<file path="src/rtl/booth_pg_gen.sv">
// Radix-4 Booth carry-save multiplier front end; emits prop/gen rows and cin for the final carry chain. Optional macro: BOOTH_PG_EXACT_CIN_EN.
// Latency: out_valid rises 17 edges after accept (16 Booth digits + 1 fold of the negation bits).
// Backpressure: result held in HOLD until out_ready; in_ready low from accept until the output handshake.
module booth_pg_gen #(
    parameter int WIDTH = 32,
    parameter int LSB   = 17,
    parameter int MSB   = 55
) (
    input  logic                 clk,
    input  logic                 rst_n,
    input  logic                 in_valid,
    output logic                 in_ready,
    input  logic [WIDTH-1:0]     a,
    input  logic [WIDTH-1:0]     b,
    output logic                 out_valid,
    input  logic                 out_ready,
    output logic [MSB-LSB:0]     prop,
    output logic [MSB-LSB:0]     gen,
    output logic                 cin,
    output logic                 busy
);

    localparam int PW   = 2 * WIDTH;
    localparam int NDIG = WIDTH / 2;
    localparam int CW   = $clog2(NDIG + 1);

    typedef enum logic [1:0] {IDLE, RUN, HOLD} state_t;

    state_t          state, state_nxt;
    logic [PW-1:0]   s_q, c_q, n_q, a_q;
    logic [WIDTH:0]  b_q;
    logic [CW-1:0]   cnt_q;

    logic            fold;
    logic            neg;
    logic [PW-1:0]   mag, pp_raw, pp, nbit, s_nxt, c_nxt, maj, ps;
    logic [CW:0]     shamt;
    logic            cin_raw;

    assign fold  = (cnt_q == CW'(NDIG));
    assign shamt = {cnt_q, 1'b0};

    // b_q holds {b, 1'b0} shifted right two places per digit, so the current triplet is always b_q[2:0]
    always_comb begin
        mag = '0;
        neg = 1'b0;
        case (b_q[2:0])
            3'b001, 3'b010: mag = a_q;
            3'b011:         mag = a_q << 1;
            3'b100: begin
                mag = a_q << 1;
                neg = 1'b1;
            end
            3'b101, 3'b110: begin
                mag = a_q;
                neg = 1'b1;
            end
            default: mag = '0;
        endcase
    end

    // Invert before shifting so the +1 correction lands exactly at column 2i
    assign pp_raw = neg ? ~mag : mag;
    assign pp     = fold ? n_q : (pp_raw << shamt);
    assign nbit   = PW'(neg) << shamt;

    assign maj   = (s_q & c_q) | (s_q & pp) | (c_q & pp);
    assign s_nxt = s_q ^ c_q ^ pp;
    assign c_nxt = {maj[PW-2:0], 1'b0};

    always_comb begin
        state_nxt = state;
        case (state)
            IDLE:    if (in_valid)  state_nxt = RUN;
            RUN:     if (fold)      state_nxt = HOLD;
            HOLD:    if (out_ready) state_nxt = IDLE;
            default: state_nxt = IDLE;
        endcase
    end

    always_ff @(posedge clk or negedge rst_n) begin
        if (!rst_n) begin
            state <= IDLE;
        end else begin
            state <= state_nxt;
        end
    end

    always_ff @(posedge clk or negedge rst_n) begin
        if (!rst_n) begin
            s_q   <= '0;
            c_q   <= '0;
            n_q   <= '0;
            a_q   <= '0;
            b_q   <= '0;
            cnt_q <= '0;
        end else begin
            case (state)
                IDLE: begin
                    if (in_valid) begin
                        a_q   <= {{(PW-WIDTH){a[WIDTH-1]}}, a};
                        b_q   <= {b, 1'b0};
                        s_q   <= '0;
                        c_q   <= '0;
                        n_q   <= '0;
                        cnt_q <= '0;
                    end
                end
                RUN: begin
                    s_q <= s_nxt;
                    c_q <= c_nxt;
                    if (!fold) begin
                        n_q   <= n_q | nbit;
                        b_q   <= b_q >> 2;
                        cnt_q <= cnt_q + 1'b1;
                    end
                end
                default: ;
            endcase
        end
    end

`ifdef BOOTH_PG_EXACT_CIN_EN
    logic [LSB:0] low_sum;
    assign low_sum = {1'b0, s_q[LSB-1:0]} + {1'b0, c_q[LSB-1:0]};
    assign cin_raw = low_sum[LSB];
`else
    // Approximate: only the top low column's carry-generate, ripple from below is dropped
    assign cin_raw = s_q[LSB-1] & c_q[LSB-1];
`endif

    assign ps        = s_q ^ c_q;
    assign out_valid = (state == HOLD);
    assign in_ready  = (state == IDLE);
    assign busy      = (state != IDLE);
    assign prop      = out_valid ? ps[MSB:LSB]  : '0;
    assign gen       = out_valid ? s_q[MSB:LSB] : '0;
    assign cin       = out_valid & cin_raw;

endmodule

</file>
<file path="config.mk">
export PLATFORM = sky130hd
export DESIGN_NAME = booth_pg_gen
export DESIGN_NICKNAME = d
export VERILOG_FILES = /design/src/rtl/booth_pg_gen.sv
export SDC_FILE = /design/constraint.sdc
export NUM_CORES = 1
export LEC_CHECK = 0
export CAP_MARGIN = 20
export CORE_MARGIN = 2
export CORE_UTILIZATION = 60
export DETAILED_ROUTE_END_ITERATION = 12
export HOLD_SLACK_MARGIN = 0.02
export PLACE_DENSITY = 0.85
export RECOVER_POWER = 100
export SLEW_MARGIN = 25
export SYNTH_ARGS = -nofsm -noshare
export SYNTH_HDL_FRONTEND = slang
export SYNTH_SLANG_ARGS = --single-unit
</file>
<file path="constraint.sdc">
create_clock -name clk -period 7.16 [get_ports clk]
set_clock_uncertainty 0.05 [all_clocks]
set_input_delay 1.074 -clock clk [delete_from_list [all_inputs] [get_ports clk]]
set_output_delay 1.074 -clock clk [all_outputs]
set_load 0.05 [all_outputs]
</file>
======== Word level (Yosys, flattened, before mapping) ========
Cells that the tools add are included.
word-level totals
  register bits after elaboration ......... 264
  input port bits ......................... 68
  output and inout port bits .............. 82
  word-level logic and storage cells ...... 65
operators by class
  $add $sub $neg .......................... 1
  equality and inequality tests ........... 13
  shift-type cells ........................ 2
  mux-type cells .......................... 21
  bitwise logic cells ..................... 11
  reductions and logical operators ........ 10
operators with widths
  kind                   count
  $pmux W64 S2           4
  $mux W64               4
  $and A63 B63 Y63       3
  $xor A64 B64 Y64       2
  $or A63 B63 Y63        2
  $mux W39               2
  $mux W33               2
  $pmux W33 S2           1
  $not A64 Y64           1
  $or A64 B64 Y64        1
  $shl A1 B6 Y64         1
  $shl A64 B6 Y64        1
  $mux W5                2
  $pmux W5 S2            1
  $eq A3 B3 Y1 const B   3
  $eq A3 B2 Y1 const B   2
  $mux W2                3
  $ne A2 B2 Y1 const B   3
  $pmux W2 S3            1
  $reduce_and A3 Y1      2
  $add A5 B1 Y5 const B  1
  $eq A5 B5 Y1 const B   1
  $reduce_and A2 Y1      2
  $reduce_bool A2 Y1     2
  10 further kinds       11

======== Logic depth before layout (Yosys ltp) ========
  word-level depth ........................ 11
  depth in mapped cells ................... 13
  mapped depth without buffers ............ 9

======== Worst setup path before layout ========
Ideal clock, no wire load.
  path kind ............................... register -> register
  start point ............................. reg cnt_q[1]
  end point ............................... reg s_q[42]
  library setup time ...................... 0.130 ns
  data arrival time ....................... 3.128 ns
  required time ........................... 6.980 ns
  setup slack ............................. 3.852 ns
  stages on the path, launching flop included .. 13
  buffers on the path ..................... 4
  period minus slack after synthesis ...... 3.308 ns
  cells stage by stage .................... dfrtp_1 -> clkinv_1 -> buf_1 -> clkbuf_1 -> ha_1 -> clkbuf_1 -> nand2_1 -> nand2_1 -> clkbuf_1 -> a21oi_1 -> or3_1 -> fa_1 -> o21ai_0
between the ends
  word-level cells in the longest chain between the ends .. 4
  elaborated cells on any way between the ends .. 5
  those cells by class .................... 1 x eq/ne; 1 x shift; 2 x mux; 1 x bitwise
ends and longest elaborated chain
  element                                                 line    source
  from (decl)                                             32      logic [CW-1:0] cnt_q;
  from (signal assigned)                                  115     cnt_q <= cnt_q + 1'b1;
  $shl A64 B6 Y64 / $eq A5 B5 Y1 (equally long branches)  64, 40
  $mux W64 (*)                                            64      assign pp = fold ? n_q : (pp_raw << shamt);
  $xor A64 B64 Y64 (*)                                    68      assign s_nxt = s_q ^ c_q ^ pp;
  $pmux W64 S2 (*)                                        98      case (state)
  to (signal assigned)                                    110     s_q <= s_nxt;
  to (decl)                                               30      logic [PW-1:0] s_q, c_q, n_q, a_q;
Every way passes the cells marked *; elsewhere a longest branch is shown, timed or not.
A chain may end at the register's enable or synchronous reset.

======== Worst setup path after layout ========
  start point ............................. reg cnt_q[1]
  end point ............................... reg cnt_q[4]
between the ends
  word-level cells in the longest chain between the ends .. 3
  elaborated cells on any way between the ends .. 6
  those cells by class .................... 1 x add/sub; 2 x eq/ne; 2 x mux; 1 x reduce/logical
ends and longest elaborated chain
  element                                                  line
  $add A5 B1 Y5 / $eq A5 B5 Y1 (equally long branches)     115, 40
  $mux W5 / $ne A2 B2 Y1 (equally long branches)           -
  $pmux W5 S2 / $reduce_and A3 Y1 (equally long branches)  -
Parallel ways exist; a longest one is shown, timed or not. The select of a mux whose other input is x is not followed.

==> metrics.yaml <==
setup_path:
  worstPathCellList: "buf_4, clkinv_1, clkbuf_1, ha_1, and2_0, nor2_1, nor2_1, inv_2, nand4_1, xnor2_1, nor2_1"
  path_class: "flip-flop to flip-flop"
  timing.rr.start: "cnt_q[1]"
  rr_worst_depth: 11
  critPathArrivalTime_ns: 5.70
  crit_slowest_cell: "clkbuf_1"
  cpMostUsedCell: "nor2_1"
  crit_required_ns: 7.49
  worst_setup_path_end_kind: "flip-flop"
  start_kind: "flip-flop"
  regToRegSetupSlack_ns: 1.78
  crit_path_max_incr_delay_ns: 1.37
  worstReg2RegEnd: "cnt_q[4]"
  critPathMaxFanout: 66
clocking:
  cts_root_buf: "clkbuf_16"
  ctsResizeCount: 0
  cts_setup_buffers: 0
  cts_buffers: 23
  htree_levels: 1
  numClockSinks: 211
  tritoncts: "built"
  postCtsHoldBufs: 0
  clockBufferDepth: 3
  clk_pin_slew_ns: 0.06
  clock_latency_ns: 0.52
layout:
  drive_gt1_share_pct: 6.22
  fillers: 1822
  antennaDiodeCount: 0
  multiInputGateArea_mm2: 0.00796
  area_growth_pct: 15.9
  finalNetCount: 1853
  regArea_mm2: 0.00528
synthesis:
  yosysSeqAreaShare_pct: 37.0
  syn-cell-area_mm2: 0.0143
  avgSynthCellArea_um2: 8.74
  yosysTopAreaCellShare_pct: 37.0
  synthFlopType: "dfrtp_1"
  ys_ff_latch: 211
  synth_edf_count: 0
  yosysMostFrequentCell: "nand2_1"
  ys.warnings.count: 0
  synth_area_leaders: "dfrtp_1, fa_1, nand2_1"
  synth_top_cells_by_count: "nand2_1, dfrtp_1, nor2_1"
  ys_types: 77
  synth-async-reset-ratio_pct: 100
  synthCells: 1632
  syn-num-nets: 1796
  synth_top_cell_by_area: "dfrtp_1"
routing:
  drc: 0
  routed_wl_mm: 40.3
  firstDrtPassIters: 12
  drt_iter0_markers: 1667
  wire_per_inst_um: 19.9
  vias_per_cell: 6.21
  ant_nets: 0
  via_count: 12600
timing:
  relSlewSlack_pct: -156
  slew_viol_final: 180
  fmax_ghz: 0.186
  hold_viol_final: 0
  fin_crit_ns: 5.38
  setup_violations: 0
  period_share_pct: 75.1
  final.setup.tns_ns: 0
  tightest_slew_ns: 3.84
  rsz0062_at_grt: "false"
placed_design:
  place.gp.congestion: 1.06
  portBuffers: 149
  dp_hpwl_mm: 27.4
global_routing:
  grt_pass1_wl_mm: 64.2
  track_usage_pct: 32.8
  antenna_found_initial: 0
  grt_max_degree: 127
  gr-total-overflow: 0
  first_global_vias: 11700
die:
  dieArea_mm2: 0.0250
  ios: 150
  initial_core_util_pct: 60.9
  core-area_mm2: 0.0234
  rows: 56
  die_y_um: 158
  die_w_um: 158
status:
  outcome: "finished, violations left"
  violations: "max-capacitance violations, max-slew violations"
min_path:
  min_path_type: "flip-flop to flip-flop"
  hold_start: "n_q[14]"
  hold_end: "n_q[14]"
  hold_depth: 2
job:
  maxCapViolCount: 4
placed cells by master, fill, tap and decap left out, types with 10 or more instances in the layout:
cell type,Yosys,layout
a21oi_1,57,57
a221oi_1,10,10
a31oi_1,34,34
and2_1,45,43
buf_4,4,13
clkbuf_16,0,23
clkdlybuf4s50_1,0,66
dfrtp_1,211,210
dlygate4sd3_1,0,82
fa_1,54,54
ha_1,42,42
inv_1,111,110
mux2_2,14,12
mux2i_1,24,24
mux4_2,15,15
nand2_1,229,228
nand3_1,115,115
nand4b_1,18,18
nor2_1,149,149
nor3_1,10,10
nor4b_1,14,14
o211ai_1,13,13
o21ai_0,144,145
o221ai_1,10,10
xnor2_1,22,22
xor2_1,13,13
metal layers:
metal  vias to the layer above  GRT usage [%]  wire, um
met5                         -              0         0
met4                         0           12.8      1670
met3                       129           6.38      3560
met2                       641           51.2     18900
met1                      6069           45.6     16100
li1                       5722              -         -
area by class of cell:
type / count / area share, %
clock buffer: 30 / 3.82
clock inverter: 11 / 1.01
inverter: 115 / 2.61
multi-input combinational: 1169 / 48.2
sequential: 211 / 32.0
tap: 319 / 2.42
timing repair buffer: 169 / 9.97
sequential cells by signal, summed over array words and instances (netlist names):
name,flops
n_q,28
a_q,32
s_q,56
b_q,33
cnt_q,5
state,2
c_q,55
worst max-delay path, delay by kind of cell (launching register included):
kind	cells	cell delay, ns
flip-flops	1	0.37
AND/OR/NAND/NOR	5	1.89
XOR/XNOR	1	0.14
adder cells (fa/ha/maj)	1	0.63
buffers and inverters	4	2.14
through the flow:
stage                     worst slack, ns  instances  cell area, um^2  hold slack (ns)  utilization [%]
after floorplan                      3.85       1632            14300            0.404                -
after global placement               2.99       1982            15700            0.420             67.1
after detailed placement             2.90       1982            15700            0.436             67.1
after CTS                            2.88       2023            16500            0.453             70.6
after global routing                 1.34       2024            16500            0.474             70.6
final                                1.78       2024            16500            0.451             70.6
worst max-delay path by stage:
stage          startpoint  endpoint  slack [ns]  depth (start not counted)
2_1_floorplan    cnt_q[1]   s_q[42]        3.85                         12
3_3_place_gp       b_q[2]   s_q[49]        2.99                          9
3_5_place_dp       b_q[2]   s_q[17]        2.90                          9
4_1_cts            b_q[2]   s_q[17]        2.88                          9
5_1_grt          cnt_q[1]  cnt_q[4]        1.34                         11
6_report         cnt_q[1]  cnt_q[4]        1.78                         11
kinds of logic after synthesis:
kind of cell	Yosys count	share of synthesized area [%]
adder cells (fa/ha/maj)	96	11.3
buffers and inverters	252	7.26
XOR/XNOR	37	2.46
flip-flops	211	37.0
multiplexers	53	5.16
AO/OA/AOI/OAI	364	16.4
AND/OR/NAND/NOR	619	20.4
Power is not shown: default switching activity piles up to over one toggle a cycle in this logic, so the estimate is an artifact.
